`config.mk`:
```
export PLATFORM = sky130hd
export DESIGN_NAME = mips_trace_collector_flat
export DESIGN_NICKNAME = d
export VERILOG_FILES = /design/src/rtl/mips_trace_collector_if.sv /design/src/rtl/mips_trace_collector.sv /design/src/flat_wrapper.sv
export SDC_FILE = /design/constraint.sdc
export NUM_CORES = 2
export LEC_CHECK = 0
export CORE_MARGIN = 1.5
export CORE_UTILIZATION = 45
export CTS_CLUSTER_SIZE = 25
export DETAILED_ROUTE_END_ITERATION = 8
export DONT_BUFFER_PORTS = 1
export GPL_TIMING_DRIVEN = 0
export PLACE_DENSITY_LB_ADDON = 0.25
export SETUP_SLACK_MARGIN = 0.02
export SLEW_MARGIN = 40
export SYNTH_ARGS = -nofsm -noshare
export SYNTH_HDL_FRONTEND = slang
export SYNTH_SLANG_ARGS = --single-unit
```
`constraint.sdc`:
```
create_clock -name clk -period 7.9 [get_ports clk]
set_clock_uncertainty 0.1 [all_clocks]
set_input_delay 1.185 -clock clk [delete_from_list [all_inputs] [get_ports clk]]
set_output_delay 1.185 -clock clk [all_outputs]
set_load 0.01 [all_outputs]
```
`src/rtl/mips_trace_collector_if.sv`:
```
// Event capture inputs and record stream between the CPU-side bench and the trace collector.
interface mips_trace_collector_if #(
  parameter int unsigned STAMP_W = 16
);
  logic               grf_we;
  logic [31:0]        grf_pc;
  logic [4:0]         grf_addr;
  logic [31:0]        grf_wdata;
  logic               dm_we;
  logic [31:0]        dm_pc;
  logic [31:0]        dm_addr;
  logic [31:0]        dm_wdata;
  logic               out_valid;
  logic               out_ready;
  logic               out_kind;
  logic [31:0]        out_pc;
  logic [31:0]        out_addr;
  logic [31:0]        out_data;
  logic [STAMP_W-1:0] out_stamp;

  // Event source and record reader
  modport master (
    output grf_we, grf_pc, grf_addr, grf_wdata,
    output dm_we, dm_pc, dm_addr, dm_wdata,
    output out_ready,
    input  out_valid, out_kind, out_pc, out_addr, out_data, out_stamp
  );

  // Collector
  modport slave (
    input  grf_we, grf_pc, grf_addr, grf_wdata,
    input  dm_we, dm_pc, dm_addr, dm_wdata,
    input  out_ready,
    output out_valid, out_kind, out_pc, out_addr, out_data, out_stamp
  );
endinterface

```
`src/rtl/mips_trace_collector.sv`:
```
// Captures GRF/DM write events, stamps them with the run cycle, buffers them in a
// show-ahead FIFO and drains them over a valid/ready stream; done once the run window
// has closed and every record has been consumed.
module mips_trace_collector #(
  parameter int unsigned DEPTH      = 16,
  parameter int unsigned MAX_CYCLES = 2048,
  parameter int unsigned STAMP_W    = 16,
  parameter bit          DROP_ZERO  = 1'b1
) (
  input  logic                   clk,
  input  logic                   reset,
  mips_trace_collector_if.slave  bus,
  output logic                   capturing,
  output logic                   overflow,
  output logic [7:0]             drop_cnt,
  output logic                   done
);

  localparam int unsigned AW = $clog2(DEPTH);
  localparam int unsigned PW = AW + 1;
  localparam int unsigned FW = PW + 1;

  typedef struct packed {
    logic               kind;
    logic [31:0]        pc;
    logic [31:0]        addr;
    logic [31:0]        data;
    logic [STAMP_W-1:0] stamp;
  } rec_t;

  typedef enum logic [1:0] {S_RUN, S_DRAIN, S_DONE} state_t;

  state_t             state;
  logic [STAMP_W-1:0] cyc;
  logic [PW-1:0]      wr_ptr;
  logic [PW-1:0]      rd_ptr;
  rec_t               mem [DEPTH];
  rec_t               head;
  logic               head_valid;

  logic          pop;
  logic          grf_q;
  logic          dm_q;
  logic          grf_ok;
  logic          dm_ok;
  logic [1:0]    n_push;
  logic [1:0]    n_drop;
  logic [PW-1:0] occ;
  logic [PW-1:0] remain;
  logic [FW-1:0] free;
  logic [AW-1:0] w0_idx;
  logic [AW-1:0] w1_idx;
  logic [AW-1:0] rn_idx;
  logic [8:0]    drop_sum;
  rec_t          grf_rec;
  rec_t          dm_rec;
  rec_t          first_rec;

  // Event qualification, free-slot accounting and drop priority (DM dropped before GRF)
  always_comb begin
    pop       = head_valid && bus.out_ready;
    grf_q     = (state == S_RUN) && bus.grf_we && !(DROP_ZERO && (bus.grf_addr == 5'd0));
    dm_q      = (state == S_RUN) && bus.dm_we;
    occ       = wr_ptr - rd_ptr;
    remain    = occ - PW'(pop);
    free      = FW'(DEPTH) - FW'(occ) + FW'(pop);
    grf_ok    = grf_q && (free != FW'(0));
    dm_ok     = dm_q && (grf_q ? (free >= FW'(2)) : (free != FW'(0)));
    n_push    = 2'(grf_ok) + 2'(dm_ok);
    n_drop    = 2'(grf_q && !grf_ok) + 2'(dm_q && !dm_ok);
    drop_sum  = 9'(drop_cnt) + 9'(n_drop);
    w0_idx    = wr_ptr[AW-1:0];
    w1_idx    = w0_idx + AW'(1);
    rn_idx    = rd_ptr[AW-1:0] + AW'(pop);
    grf_rec   = '{kind: 1'b0, pc: bus.grf_pc, addr: 32'(bus.grf_addr),
                  data: bus.grf_wdata, stamp: cyc};
    dm_rec    = '{kind: 1'b1, pc: bus.dm_pc, addr: bus.dm_addr,
                  data: bus.dm_wdata, stamp: cyc};
    first_rec = grf_ok ? grf_rec : dm_rec;
  end

  // FIFO storage; the GRF record takes the lower slot when both are pushed
  always_ff @(posedge clk) begin
    if (n_push != 2'd0) mem[w0_idx] <= first_rec;
    if (n_push == 2'd2) mem[w1_idx] <= dm_rec;
  end

  // Run-window FSM, pointers, show-ahead head register and drop bookkeeping
  always_ff @(posedge clk or posedge reset) begin
    if (reset) begin
      state      <= S_RUN;
      cyc        <= '0;
      wr_ptr     <= '0;
      rd_ptr     <= '0;
      head       <= '0;
      head_valid <= 1'b0;
      capturing  <= 1'b1;
      overflow   <= 1'b0;
      drop_cnt   <= 8'd0;
      done       <= 1'b0;
    end else begin
      rd_ptr <= rd_ptr + PW'(pop);
      wr_ptr <= wr_ptr + PW'(n_push);

      if (n_drop != 2'd0) begin
        overflow <= 1'b1;
        drop_cnt <= drop_sum[8] ? 8'hFF : drop_sum[7:0];
      end

      // Next head comes from storage if anything survives the pop, else from this edge's push
      if (remain != PW'(0)) begin
        head       <= mem[rn_idx];
        head_valid <= 1'b1;
      end else if (n_push != 2'd0) begin
        head       <= first_rec;
        head_valid <= 1'b1;
      end else begin
        head_valid <= 1'b0;
      end

      case (state)
        S_RUN: begin
          if (cyc == STAMP_W'(MAX_CYCLES - 1)) begin
            state     <= S_DRAIN;
            capturing <= 1'b0;
          end else begin
            cyc <= cyc + STAMP_W'(1);
          end
        end
        S_DRAIN: begin
          if (occ == PW'(0)) begin
            state <= S_DONE;
            done  <= 1'b1;
          end
        end
        S_DONE: begin
          state <= S_DONE;
        end
        default: state <= S_RUN;
      endcase
    end
  end

  assign bus.out_valid = head_valid;
  assign bus.out_kind  = head.kind;
  assign bus.out_pc    = head.pc;
  assign bus.out_addr  = head.addr;
  assign bus.out_data  = head.data;
  assign bus.out_stamp = head.stamp;

endmodule

```
`src/flat_wrapper.sv`:
```
// flat-port wrapper written by rule: the top's interface ports become plain ports
module mips_trace_collector_flat 
#(
  parameter int unsigned DEPTH      = 16,
  parameter int unsigned MAX_CYCLES = 2048,
  parameter int unsigned STAMP_W    = 16,
  parameter bit          DROP_ZERO  = 1'b1
)
  (clk, reset, capturing, overflow, drop_cnt, done, bus_grf_we, bus_grf_pc, bus_grf_addr, bus_grf_wdata, bus_dm_we, bus_dm_pc, bus_dm_addr, bus_dm_wdata, bus_out_ready, bus_out_valid, bus_out_kind, bus_out_pc, bus_out_addr, bus_out_data, bus_out_stamp);
  mips_trace_collector_if #(.STAMP_W(STAMP_W)) bus_i ();
  input  logic clk;
  input  logic reset;
  output logic capturing;
  output logic overflow;
  output logic [7:0] drop_cnt;
  output logic done;
  input wire logic [$bits(bus_i.grf_we)-1:0] bus_grf_we;
  input wire logic [$bits(bus_i.grf_pc)-1:0] bus_grf_pc;
  input wire logic [$bits(bus_i.grf_addr)-1:0] bus_grf_addr;
  input wire logic [$bits(bus_i.grf_wdata)-1:0] bus_grf_wdata;
  input wire logic [$bits(bus_i.dm_we)-1:0] bus_dm_we;
  input wire logic [$bits(bus_i.dm_pc)-1:0] bus_dm_pc;
  input wire logic [$bits(bus_i.dm_addr)-1:0] bus_dm_addr;
  input wire logic [$bits(bus_i.dm_wdata)-1:0] bus_dm_wdata;
  input wire logic [$bits(bus_i.out_ready)-1:0] bus_out_ready;
  output wire logic [$bits(bus_i.out_valid)-1:0] bus_out_valid;
  output wire logic [$bits(bus_i.out_kind)-1:0] bus_out_kind;
  output wire logic [$bits(bus_i.out_pc)-1:0] bus_out_pc;
  output wire logic [$bits(bus_i.out_addr)-1:0] bus_out_addr;
  output wire logic [$bits(bus_i.out_data)-1:0] bus_out_data;
  output wire logic [$bits(bus_i.out_stamp)-1:0] bus_out_stamp;
  assign bus_i.grf_we = bus_grf_we;
  assign bus_i.grf_pc = bus_grf_pc;
  assign bus_i.grf_addr = bus_grf_addr;
  assign bus_i.grf_wdata = bus_grf_wdata;
  assign bus_i.dm_we = bus_dm_we;
  assign bus_i.dm_pc = bus_dm_pc;
  assign bus_i.dm_addr = bus_dm_addr;
  assign bus_i.dm_wdata = bus_dm_wdata;
  assign bus_i.out_ready = bus_out_ready;
  assign bus_out_valid = bus_i.out_valid;
  assign bus_out_kind = bus_i.out_kind;
  assign bus_out_pc = bus_i.out_pc;
  assign bus_out_addr = bus_i.out_addr;
  assign bus_out_data = bus_i.out_data;
  assign bus_out_stamp = bus_i.out_stamp;
  mips_trace_collector #(.DEPTH(DEPTH), .MAX_CYCLES(MAX_CYCLES), .STAMP_W(STAMP_W), .DROP_ZERO(DROP_ZERO)) u_core (.clk(clk), .reset(reset), .bus(bus_i), .capturing(capturing), .overflow(overflow), .drop_cnt(drop_cnt), .done(done));
endmodule
```
==> summary.md <==
| Metric | Value |
|---|---|
| Number of buffers inserted during clock tree synthesis | `209` |
| Number of core rows | `roughly 170` |
| Die footprint | `0.2110 mm²` |
| Normalized max-slew margin | `37.04%` |
| Share of the synthesized area in the top cell type | `57.41%` |
| Average cell area after synthesis | `13.00 µm²` |
| Insertion delay to the later sink of the worst-skew pair | `between 0.8 and 0.9 ns` |
| Core area | `0.2071 mm²` |
| Sequential share of the synthesized area | `61.84%` |
| Unrepaired setup endpoints after global routing | `no` |
| Max stage delay on crit path | `0.47 ns` |
| CTS-repair resized insts | `0` |
| Die Wd | `459.4 µm` |
| Final cycle utilization of the critical path | `98.14%` |
| Number of inserted filler cells in the final layout | `17420` |
| IR Drop Worst-Case VDD | `0.3813 mV` |
| Violation count after the first detailed-routing iteration | `slightly above 9000` |
| DRC | `0` |
| Data arrival time of the critical path | `8.25 ns` |
| Register-to-register setup slack | `between 0.1 and 0.15 ns` |
| Final hold violations | `0` |
| Chip height | `459.4 µm` |
| Layout Area Growth over Synthesis | `13.88%` |
| Async S/R FF share, synth | `7.802%` |
| Critical Path End Type | `flip-flop` |
| Postcts setup bufs | `0` |
| Met3 GRT Util | `8.839%` |
| Cell type with the largest total area after synthesis | `edfxtp_1` |
| Routed wire length per instance | `30.83 µm` |
| Number of antenna violations at the first check in global routing | `31` |
| CP startpoint kind | `flip-flop` |
| Hold-fix buffers, CTS | `0` |
| Final setup slack of the worst path | `0.1466 ns` |
| Number of primary I/O pins | `295` |
| Areal power density over the cells | `419.4 mW/mm²` |
| Top-count cell post-synth | `edfxtp_1` |
| Number of synthesized register bits | `between 1500 and 2000` |
| Level count of the clock H-tree | `4` |
| Met2 usage in global routing | `46.99%` |
| Reg clk slew, reported paths | `around 0.060 ns` |
| Total leakage power | `34.55 nW` |
| Start of the worst register-to-register path | `u_core.wr_ptr[0]` |
| Total number of yosys warnings | `0` |
| Total routing resource utilization after global routing | `30.40%` |
| Number of global-route vias before repair | `roughly 64000` |
| Critical path endpoint | `u_core.mem[11][10]` |
| Residual overflow from global routing | `0` |
| Placed wire-length estimate | `229900 µm` |
| Placed standard-cell area | `0.09978 mm²` |
| Most utilized layer in the global route result | `met2` |
| Initial standard-cell utilization of the core | `45.26%` |
| GP Congestion | `0.8762` |
| Required arrival time at the worst endpoint | `between 8 and 9 ns` |
| Minimum clock period | `a little under 8 ns` |
| Via/cell ratio | `between 6 and 7` |
| Pin slew with the least headroom to its limit | `0.9434 ns` |
| Number of slew-limit violations in the final report | `0` |
| Highest clock frequency the design can meet | `129.0 MHz` |
| Reported max-cap violation count | `0` |
| Clock net sink count | `about 2000` |
| Gate Count Post-Synth | `7208` |
| Final setup fails | `0` |
| Placement Setup Slack | `-0.3387 ns` |
| Slowest-stage cell, CP | `fa_1` |
| Number of enable flip-flop cells after synthesis | `approximately 1800` |
| Total iterations of the first detailed-routing run | `6` |
| Start point of the critical path | `u_core.wr_ptr[0]` |
| Pin count of the biggest net entering global routing | `59` |
| Final nets | `7711` |
| Top cells by instance count after synthesis | `edfxtp_1 (1792), nand2_1 (1464), o21ai_1 (630), and2_1 (588), clkbuf_1 (573)` |
| Primary FF master, synth | `edfxtp_1` |
| Final wirelength | `about 320000 µm` |
| Share of final-layout standard cells stronger than drive strength 1 | `approximately 18%` |
| Final non-filler cell area | `0.1067 mm²` |
| Buffers added on ports | `0` |
| Count of nets left with antenna violations after detail routing | `0` |
| Area contributors post-synth | `edfxtp_1 (57%), mux4_2 (12%), nand2_1 (5.9%)` |
| Number of buffers on the longest clock path | `3` |
| Final worst hold slack | `0.03287 ns` |
| Syn_nets | `7403` |
| Tightest Hold Check Type | `input pin to asynchronous set/reset pin` |
| Worst Setup Path Type | `flip-flop to flip-flop` |
| Crit path max fanout | `24` |
| TritonCTS clock tree | `done` |
| Wire length of the first global-routing pass | `457800 µm` |
| Reg-to-reg critical path endpoint | `u_core.mem[11][10]` |
| FF-to-FF path depth | `27` |
| Run status | `complete, no violations` |
| Netlist Area Pre-Place | `0.09373 mm²` |
| Clock Root Buffer | `clkbuf_16` |
| Number of unique standard cell types used by synthesis | `59` |
| Via count | `between 60000 and 70000` |
| Met1 Usage GRT | `39.23%` |
## layout by cell type, fill, tap and decap left out, types with 13 or more instances in the layout
cell,Yosys,layout
and2_1,588,588
nand3_1,43,43
o21ai_2,56,65
a311oi_1,69,69
diode_2,0,31
buf_6,73,75
dfxtp_1,16,16
xor2_1,13,13
nor2_1,81,65
a31oi_1,96,96
xnor2_1,16,14
o21ai_1,630,625
clkinv_1,3,32
buf_2,64,105
mux4_2,496,496
nor2b_1,75,75
o21ai_0,500,496
buf_16,0,37
and3_1,81,81
clkbuf_16,0,217
ha_1,22,22
clkbuf_2,1,83
nand2_1,1464,1459
clkinv_2,0,21
dfrtp_1,152,152
nor2_4,0,14
mux2i_4,28,28
clkbuf_8,0,29
mux2i_1,20,20
buf_12,4,51
a21oi_1,43,42
clkbuf_4,0,17
a21o_1,19,19
clkbuf_1,573,553
mux2i_2,40,40
inv_1,29,22
edfxtp_1,1792,1792
## cell type report
class,count,area [µm²],area share (%)
plain buffers,773,3844,3.601
multi-input cells,4440,32220,30.19
repair buffers,98,2121,1.987
clock inverters,72,733.2,0.6869
inverters,33,176.4,0.1653
flip-flops and latches,1961,57960,54.30
well taps,2788,3488,3.268
clock buffers,322,6115,5.729
diodes,31,77.57,0.07268
## registers in the layout (all words and copies together), names as in the netlist, 2 cells and up
signal and flops:
u_core.bus.out_stamp 16, u_core.bus.out_addr 32, u_core.drop_cnt 8, u_core.mem 1808, u_core.bus.out_data 32, u_core.wr_ptr 5, u_core.rd_ptr 5, u_core.cyc 16
u_core.state 2, u_core.bus.out_pc 32
## how the worst min path moves through the flow
stage	slack [ns]	cells after the start	to
final	0.03	1	u_core.bus.out_data[11]
after detailed placement	0.34	1	u_core.mem[0][112]
after global routing	0.03	1	u_core.bus.out_data[11]
after global placement	0.33	1	u_core.mem[13][112]
after floorplan	0.32	1	u_core.mem[10][112]
after CTS	0.01	1	u_core.bus.out_data[11]
## metal layers
metal / up-vias / share of wire [%]
met4: 12 / 5.1
met5: - / 0.021
li1: 27140 / -
met1: 32730 / 37
met2: 4131 / 46
met3: 790 / 12
## per-stage QoR
step	power, mW	utilization, %	setup TNS, ns	instances
after global routing	46.19	51.53	0	10500
after global placement	34.00	46.95	-	9996
after floorplan	27.08	-	0	7208
after detailed placement	34.62	48.19	-44.25	10090
final	44.76	51.55	0	10520
after CTS	44.43	51.49	0	10490
## cells by family after synthesis
logic type	synth area share (%)
AND/OR/NAND/NOR	11.61
flip-flops	61.84
multiplexers	13.43
AO/OA/AOI/OAI	8.492
adder cells (fa/ha/maj)	0.3578
buffers and inverters	4.005
XOR/XNOR	0.2710
## worst max-delay path: cells and delay by family (launching register included)
family,cells,cell delay (ns)
and+or+nand+nor,6,1.23
DFF,1,0.35
AOI/OAI and AO/OA,2,0.61
buffers and inverters,15,3.84
adders and majority gates,4,1.23
## power by group
part | internal [mW] | leakage (nW) | switching, mW
sequential | 14.4 | 17.9 | 1.15
combinational | 7.27 | 13.3 | 12.0
clock | 5.70 | 3.34 | 4.25
Power figures use the tool's default switching activity.
